===== config.mk =====
export PLATFORM = sky130hd
export DESIGN_NAME = multi_quad_decoder_flat
export DESIGN_NICKNAME = d
export VERILOG_FILES = /design/src/rtl/quad_pkg.sv /design/src/rtl/multi_quad_decoder_if.sv /design/src/rtl/quad_channel.sv /design/src/rtl/multi_quad_decoder.sv /design/src/flat_wrapper.sv
export SDC_FILE = /design/constraint.sdc
export NUM_CORES = 2
export LEC_CHECK = 0
export CELL_PAD_IN_SITES_DETAIL_PLACEMENT = 0
export CELL_PAD_IN_SITES_GLOBAL_PLACEMENT = 2
export CORE_MARGIN = 10
export CORE_UTILIZATION = 38
export DETAILED_ROUTE_END_ITERATION = 16
export PLACE_DENSITY = 0.82
export SKIP_CTS_REPAIR_TIMING = 1
export SYNTH_ARGS = -nofsm -noshare
export SYNTH_HDL_FRONTEND = slang
export SYNTH_SLANG_ARGS = --single-unit

===== constraint.sdc =====
create_clock -name clk -period 11.2 [get_ports clk]
set_input_delay 1.68 -clock clk [delete_from_list [all_inputs] [get_ports clk]]
set_output_delay 1.68 -clock clk [all_outputs]
set_load 0.005 [all_outputs]

===== src/rtl/quad_pkg.sv =====
// quad_pkg: register map, CONTROL bit positions, error-count width and quadrature step decode
package quad_pkg;
    localparam logic [1:0] REG_POSITION  = 2'd0;
    localparam logic [1:0] REG_CONTROL   = 2'd1;
    localparam logic [1:0] REG_INDEX_POS = 2'd2;
    localparam logic [1:0] REG_STATUS    = 2'd3;
    localparam int CTRL_DIR     = 0;
    localparam int CTRL_ZERO    = 1;
    localparam int CTRL_CLR_ERR = 2;
    localparam int ERR_W        = 8;
    typedef enum logic [1:0] {STEP_NONE, STEP_UP, STEP_DN, STEP_ERR} step_t;
    // {A,B} forward order is 00->01->11->10->00; a change of both phases is illegal
    function automatic step_t quad_step(input logic [1:0] prev, input logic [1:0] cur);
        case ({prev, cur})
            4'b0001, 4'b0111, 4'b1110, 4'b1000: return STEP_UP;
            4'b0010, 4'b1011, 4'b1101, 4'b0100: return STEP_DN;
            4'b0011, 4'b1100, 4'b0110, 4'b1001: return STEP_ERR;
            default:                            return STEP_NONE;
        endcase
    endfunction
endpackage


===== src/rtl/multi_quad_decoder_if.sv =====
// multi_quad_decoder_if: host register bus (address/read/write/data) for multi_quad_decoder
interface multi_quad_decoder_if #(parameter int ADDR_W = 4);
    logic [ADDR_W-1:0] address;
    logic              read;
    logic              write;
    logic [31:0]       writedata;
    logic [31:0]       readdata;
    modport master (output address, read, write, writedata, input readdata);
    modport slave  (input address, read, write, writedata, output readdata);
endinterface


===== src/rtl/quad_channel.sv =====
// quad_channel: one encoder channel - synchronisers, x4 decoder, position/offset, error and index state
// Optional index capture is built only when INDEX_CAPTURE_EN is defined.
module quad_channel
    import quad_pkg::*;
#(
    parameter int POS_WIDTH   = 32,
    parameter int SYNC_STAGES = 2
) (
    input  logic        clk,
    input  logic        reset,
    input  logic        i_a,
    input  logic        i_b,
    input  logic        i_i,
    input  logic        i_wr_ctrl,
    input  logic [2:0]  i_wdata,
    input  logic        i_rd_status,
    output logic [31:0] o_rel,
    output logic [31:0] o_idx_rel,
    output logic [31:0] o_status,
    output logic        o_dir
);
    logic [SYNC_STAGES-1:0] r_sync_a, r_sync_b;
    logic [1:0]             r_ab_prev;
    logic [POS_WIDTH-1:0]   r_pos, r_off;
    logic                   r_dir, r_last_up, r_err_sticky;
    logic [ERR_W-1:0]       r_err_cnt;
    logic [1:0]             w_ab;
    step_t                  w_step;
    logic [POS_WIDTH-1:0]   w_rel;
    logic                   w_seen;

    assign w_ab     = {r_sync_a[SYNC_STAGES-1], r_sync_b[SYNC_STAGES-1]};
    assign w_step   = quad_step(r_ab_prev, w_ab);
    assign w_rel    = r_dir ? r_pos - r_off : r_off - r_pos;
    assign o_rel    = 32'(signed'(w_rel));
    assign o_dir    = r_dir;
    assign o_status = 32'({r_err_cnt, 5'b0, w_seen, r_err_sticky, r_last_up});

    // Synchronise A/B and keep last cycle's synchronised pair as the decode reference
    always_ff @(posedge clk or negedge reset)
        if (!reset) begin
            r_sync_a  <= '0;
            r_sync_b  <= '0;
            r_ab_prev <= '0;
        end else begin
            r_sync_a  <= {r_sync_a[SYNC_STAGES-2:0], i_a};
            r_sync_b  <= {r_sync_b[SYNC_STAGES-2:0], i_b};
            r_ab_prev <= w_ab;
        end

    // Position counter: +/-1 per legal step, wraps naturally at POS_WIDTH
    always_ff @(posedge clk or negedge reset)
        if (!reset)
            r_pos <= '0;
        else if (w_step == STEP_UP)
            r_pos <= r_pos + 1'b1;
        else if (w_step == STEP_DN)
            r_pos <= r_pos - 1'b1;

    // Direction and zero offset from CONTROL (zero takes the pre-step pos), plus last step direction
    always_ff @(posedge clk or negedge reset)
        if (!reset) begin
            r_dir     <= 1'b1;
            r_off     <= '0;
            r_last_up <= 1'b0;
        end else begin
            if (i_wr_ctrl) begin
                r_dir <= i_wdata[CTRL_DIR];
                if (i_wdata[CTRL_ZERO])
                    r_off <= r_pos;
            end
            if (w_step == STEP_UP)
                r_last_up <= 1'b1;
            else if (w_step == STEP_DN)
                r_last_up <= 1'b0;
        end

    // Saturating error count and sticky flag; a clear beats a coincident illegal transition
    always_ff @(posedge clk or negedge reset)
        if (!reset) begin
            r_err_cnt    <= '0;
            r_err_sticky <= 1'b0;
        end else if (i_wr_ctrl && i_wdata[CTRL_CLR_ERR]) begin
            r_err_cnt    <= '0;
            r_err_sticky <= 1'b0;
        end else if (w_step == STEP_ERR) begin
            r_err_cnt    <= (&r_err_cnt) ? r_err_cnt : r_err_cnt + 1'b1;
            r_err_sticky <= 1'b1;
        end

`ifdef INDEX_CAPTURE_EN
    logic [SYNC_STAGES-1:0] r_sync_i;
    logic                   r_i_prev, r_seen;
    logic [POS_WIDTH-1:0]   r_idx_pos;
    logic                   w_i_rise;

    assign w_i_rise  = r_sync_i[SYNC_STAGES-1] & ~r_i_prev;
    assign w_seen    = r_seen;
    assign o_idx_rel = 32'(signed'(r_idx_pos));

    // Latch the relative position on each synchronised rising edge of I; a new edge beats a STATUS read
    always_ff @(posedge clk or negedge reset)
        if (!reset) begin
            r_sync_i  <= '0;
            r_i_prev  <= 1'b0;
            r_idx_pos <= '0;
            r_seen    <= 1'b0;
        end else begin
            r_sync_i <= {r_sync_i[SYNC_STAGES-2:0], i_i};
            r_i_prev <= r_sync_i[SYNC_STAGES-1];
            if (w_i_rise)
                r_idx_pos <= w_rel;
            r_seen <= w_i_rise | (r_seen & ~i_rd_status);
        end
`else
    logic w_unused;
    assign w_unused  = i_i ^ i_rd_status;
    assign w_seen    = 1'b0;
    assign o_idx_rel = '0;
`endif
endmodule


===== src/rtl/multi_quad_decoder.sv =====
// multi_quad_decoder: NUM_CH quadrature decoders behind a {channel, reg} register bus
// Define INDEX_CAPTURE_EN to build per-channel index capture (INDEX_POS, STATUS bit2).
module multi_quad_decoder
    import quad_pkg::*;
#(
    parameter int NUM_CH      = 4,
    parameter int POS_WIDTH   = 32,
    parameter int SYNC_STAGES = 2
) (
    input  logic                  clk,
    input  logic                  reset,
    multi_quad_decoder_if.slave   bus,
    input  logic [NUM_CH-1:0]     A,
    input  logic [NUM_CH-1:0]     B,
    input  logic [NUM_CH-1:0]     I
);
    localparam int ADDR_W = $clog2(NUM_CH) + 2;

    logic [ADDR_W-1:0] w_ch;
    logic [1:0]        w_reg;
    logic [31:0]       w_rel    [NUM_CH];
    logic [31:0]       w_idx    [NUM_CH];
    logic [31:0]       w_status [NUM_CH];
    logic [NUM_CH-1:0] w_dir, w_wr_ctrl, w_rd_status;
    logic [31:0]       w_rdata, r_readdata;
    logic              w_unused;

    assign w_ch         = bus.address >> 2;
    assign w_reg        = bus.address[1:0];
    assign bus.readdata = r_readdata;
    assign w_unused     = ^bus.writedata[31:3];

    generate
        for (genvar c = 0; c < NUM_CH; c++) begin : g_ch
            assign w_wr_ctrl[c]   = bus.write && w_ch == ADDR_W'(c) && w_reg == REG_CONTROL;
            assign w_rd_status[c] = bus.read && w_ch == ADDR_W'(c) && w_reg == REG_STATUS;
            quad_channel #(.POS_WIDTH(POS_WIDTH), .SYNC_STAGES(SYNC_STAGES)) u_ch (
                .clk        (clk),
                .reset      (reset),
                .i_a        (A[c]),
                .i_b        (B[c]),
                .i_i        (I[c]),
                .i_wr_ctrl  (w_wr_ctrl[c]),
                .i_wdata    (bus.writedata[2:0]),
                .i_rd_status(w_rd_status[c]),
                .o_rel      (w_rel[c]),
                .o_idx_rel  (w_idx[c]),
                .o_status   (w_status[c]),
                .o_dir      (w_dir[c])
            );
        end
    endgenerate

    // Read mux: addressed channel register, zero for channel indices that do not exist
    always_comb begin
        w_rdata = '0;
        for (int k = 0; k < NUM_CH; k++)
            if (w_ch == ADDR_W'(k))
                w_rdata = (w_reg == REG_POSITION)  ? w_rel[k] :
                          (w_reg == REG_CONTROL)   ? {31'b0, w_dir[k]} :
                          (w_reg == REG_INDEX_POS) ? w_idx[k] : w_status[k];
    end

    // Registered read data: loads on a read strobe and holds until the next one
    always_ff @(posedge clk or negedge reset)
        if (!reset)
            r_readdata <= '0;
        else if (bus.read)
            r_readdata <= w_rdata;
endmodule


===== src/flat_wrapper.sv =====
// flat-port wrapper written by rule: the top's interface ports become plain ports
module multi_quad_decoder_flat import quad_pkg::*;
#(
    parameter int NUM_CH      = 4,
    parameter int POS_WIDTH   = 32,
    parameter int SYNC_STAGES = 2
)
  (clk, reset, A, B, I, bus_address, bus_read, bus_write, bus_writedata, bus_readdata);
  multi_quad_decoder_if bus_i ();
  input  logic clk;
  input  logic reset;
  input  logic [NUM_CH-1:0] A;
  input  logic [NUM_CH-1:0] B;
  input  logic [NUM_CH-1:0] I;
  input wire logic [$bits(bus_i.address)-1:0] bus_address;
  input wire logic [$bits(bus_i.read)-1:0] bus_read;
  input wire logic [$bits(bus_i.write)-1:0] bus_write;
  input wire logic [$bits(bus_i.writedata)-1:0] bus_writedata;
  output wire logic [$bits(bus_i.readdata)-1:0] bus_readdata;
  assign bus_i.address = bus_address;
  assign bus_i.read = bus_read;
  assign bus_i.write = bus_write;
  assign bus_i.writedata = bus_writedata;
  assign bus_readdata = bus_i.readdata;
  multi_quad_decoder #(.NUM_CH(NUM_CH), .POS_WIDTH(POS_WIDTH), .SYNC_STAGES(SYNC_STAGES)) u_core (.clk(clk), .reset(reset), .bus(bus_i), .A(A), .B(B), .I(I));
endmodule

==> impl_metrics.tcl <==
set metrics [dict create \
    io_pins 84 \
    met1_usage_pct 28.1 \
    fillers 8909 \
    power_leakage_uw 0.0163 \
    drive_gt1_share_pct 3.96 \
    final_antenna_net_count 0 \
    drt_pass1_iterations 6 \
    slew_headroom_pct 24.5 \
    grt_busiest_layer "met2" \
    drv_cap 0 \
    area_growth_pct 9.00 \
    final_common_cell "nand2_1" \
    final_area_um2 36400 \
    h-tree-depth 2 \
    route.detailed.drc 0 \
    numCtsBuffers 46 \
    required_ps 11650 \
    finalSetupViolCount 0 \
    placedInstanceArea_um2 34900 \
    fmax_mhz 201 \
    r2r_setup_slack_ps 6230 \
    rsz0062_at_grt "false" \
    grt_use_met3_pct 3.75 \
    grt_pass1_vias 28700 \
    yosysTopAreaCell "dfrtp_1" \
    via_per_inst 5.58 \
    hold_violations 0 \
    finalMaxSlewViolations 0 \
    root_buffer "clkbuf_16" \
    synth_area_per_cell_um2 7.91 \
    place_congestion 0.896 \
    min_period_ps 4970 \
    fin_crit_sh_pct 44.4 \
    ir_worst_vdd_v 0.000143 \
    core_area_um2 87000 \
    cts_sinks 356 \
    num_vias 29900 \
    p_per_area_nw_per_um2 345 \
    synth_top_area_share_pct 26.3 \
    cp_max_fo 21 \
    nNetsFinal 4609 \
    final_cell_mix "nand2_1 (467), o21ai_0 (428), a21oi_1 (421)" \
    die-area_um2 100000 \
    clockBufferDepth 3 \
    start_util_pct 38.4 \
    antenna_found_initial 5 \
    drt_iter0_drc 2101 \
    setup_tns_ps 0 \
    gr-total-overflow 0 \
    globalRouteTotalUtil_pct 20.1 \
    critical_path_arrival_ps 5430 \
    synth_seq_cells 356 \
    die_h_um 317 \
    synth_area_um2 33400 \
    hold_class "flip-flop to flip-flop" \
    port_buffers 50 \
    placementRows 108 \
    drt_wl_total_um 103000 \
    synthDistinctLibCells 83 \
    synthTopCellsByArea "dfrtp_1 (26%), ha_1 (14%), o21ai_0 (6.4%)" \
    dp_hpwl_um 79400 \
    grt_pass1_wl_um 163000 \
    tightest_slew_ps 1120 \
    critPathKind "flip-flop to flip-flop" \
    synth_edf_count 0 \
    grt_start_max_net_pins 167 \
    start_kind "flip-flop" \
    die_x_um 317 \
    syn_inst 4225 \
    synthFlopType "dfrtp_1" \
    synthArstFlopShare_pct 100 \
    avgRoutedWirePerCell_um 19.3 \
    cts_tree "done" \
    synth_nets 4671 \
    ys.warnings.count 0 \
    ys_seq_area_share_pct 26.7 \
    cp-end-kind "flip-flop" \
    clk_pin_slew_ps 60 \
    met2_usage_pct 31.2 \
    clk-insertion-delay-late_ps 610 \
    fin_skew_ps 34.6 \
    status "finished, final reports clean" \
]
## worst paths after layout
kind                            cells after the start                                to                             from
worst min-delay path                                0   u_core.g_ch[2].u_ch.r_sync_a[1]  u_core.g_ch[2].u_ch.r_sync_a[0]
worst min register to register                      0   u_core.g_ch[2].u_ch.r_sync_a[1]  u_core.g_ch[2].u_ch.r_sync_a[0]
min in group asynchronous                           1     u_core.g_ch[3].u_ch.r_pos[17]                            reset
max in group asynchronous                           2  u_core.g_ch[0].u_ch.r_ab_prev[1]                            reset
worst max-delay path                               17     u_core.g_ch[0].u_ch.r_pos[25]  u_core.g_ch[0].u_ch.r_sync_a[1]
worst max register to register                     17     u_core.g_ch[0].u_ch.r_pos[25]  u_core.g_ch[0].u_ch.r_sync_a[1]
## Yosys cell counts (47+ instances only)
master / n
a211oi_1: 55
o21ai_0: 428
xor2_1: 105
xnor2_1: 138
nand2_1: 467
a21oi_1: 421
clkbuf_1: 179
dfrtp_1: 352
nand4_1: 51
nand3_1: 60
a21o_1: 157
nor3_1: 47
nor2_1: 277
o21bai_1: 73
o211ai_1: 48
inv_1: 341
ha_1: 382
## metrics by stage
step,worst slack (ps),total power (uW),hold WS (ps),utilization (%),instances
6_report,6230,12600,340,41.9,5353
5_1_grt,5910,13700,353,41.9,5351
4_1_cts,6230,12600,349,41.9,5351
3_5_place_dp,6160,11000,336,40.2,5270
3_3_place_gp,6170,11000,333,40.2,5270
2_1_floorplan,7040,8370,331,-,4225
## report_power, final
group	switching [uW]	internal, uW
sequential	594	1790
combinational	5360	3340
clock	628	858
total	6590	5990
## flip-flops by register name, indices dropped and copies added (netlist names)
register and count:
u_core.g_ch.u_ch.r_last_up 4, u_core.bus.readdata 32, u_core.g_ch.u_ch.r_pos 128, u_core.g_ch.u_ch.r_err_cnt 32, u_core.g_ch.u_ch.r_off 128, u_core.g_ch.u_ch.r_sync_a 8
u_core.g_ch.u_ch.o_dir 4, u_core.g_ch.u_ch.r_ab_prev 8, u_core.g_ch.u_ch.r_sync_b 8, u_core.g_ch.u_ch.r_err_sticky 4
## per-layer routing
layer  routed length [um]  part of all wire (%)
met1                49500                    48
met5                   32                 0.031
met4                 2900                   2.8
met3                 5890                   5.7
met2                44700                    43
## logic make-up after synthesis
| logic type | Yosys count | synth area share (%) |
|---|---|---|
| compound gates | 1535 | 29.0 |
| xor+xnor | 243 | 6.37 |
| fa+ha+maj | 394 | 15.0 |
| buf+inv | 535 | 6.01 |
| flops | 356 | 26.7 |
| mux | 63 | 2.20 |
| simple gates | 1099 | 14.8 |
## critical path: stages, from the launching register on
cell	delay, ps
dfrtp_1	440
nand2b_1	170
nand3_1	70
o21ai_0	140
ha_2	200
inv_1	480
buf_4	400
ha_1	330
o21ai_0	350
o21ai_1	170
a221o_1	440
a211o_1	380
a2111oi_4	520
nor2_1	130
a21o_1	200
a21oi_1	180
xor2_1	170
o21ai_1	70
## cell type report
type,instances,area (um^2),area share (%)
antenna,2,5.00,0.0137
clock buffer,66,1350,3.70
clock inverter,15,141,0.388
inverter,346,1300,3.56
multi-input combinational,3334,22600,61.9
sequential,356,8910,24.5
tap,1155,1450,3.97
timing repair buffer,79,736,2.02
No activity file was read; power rests on OpenSTA's default activity.
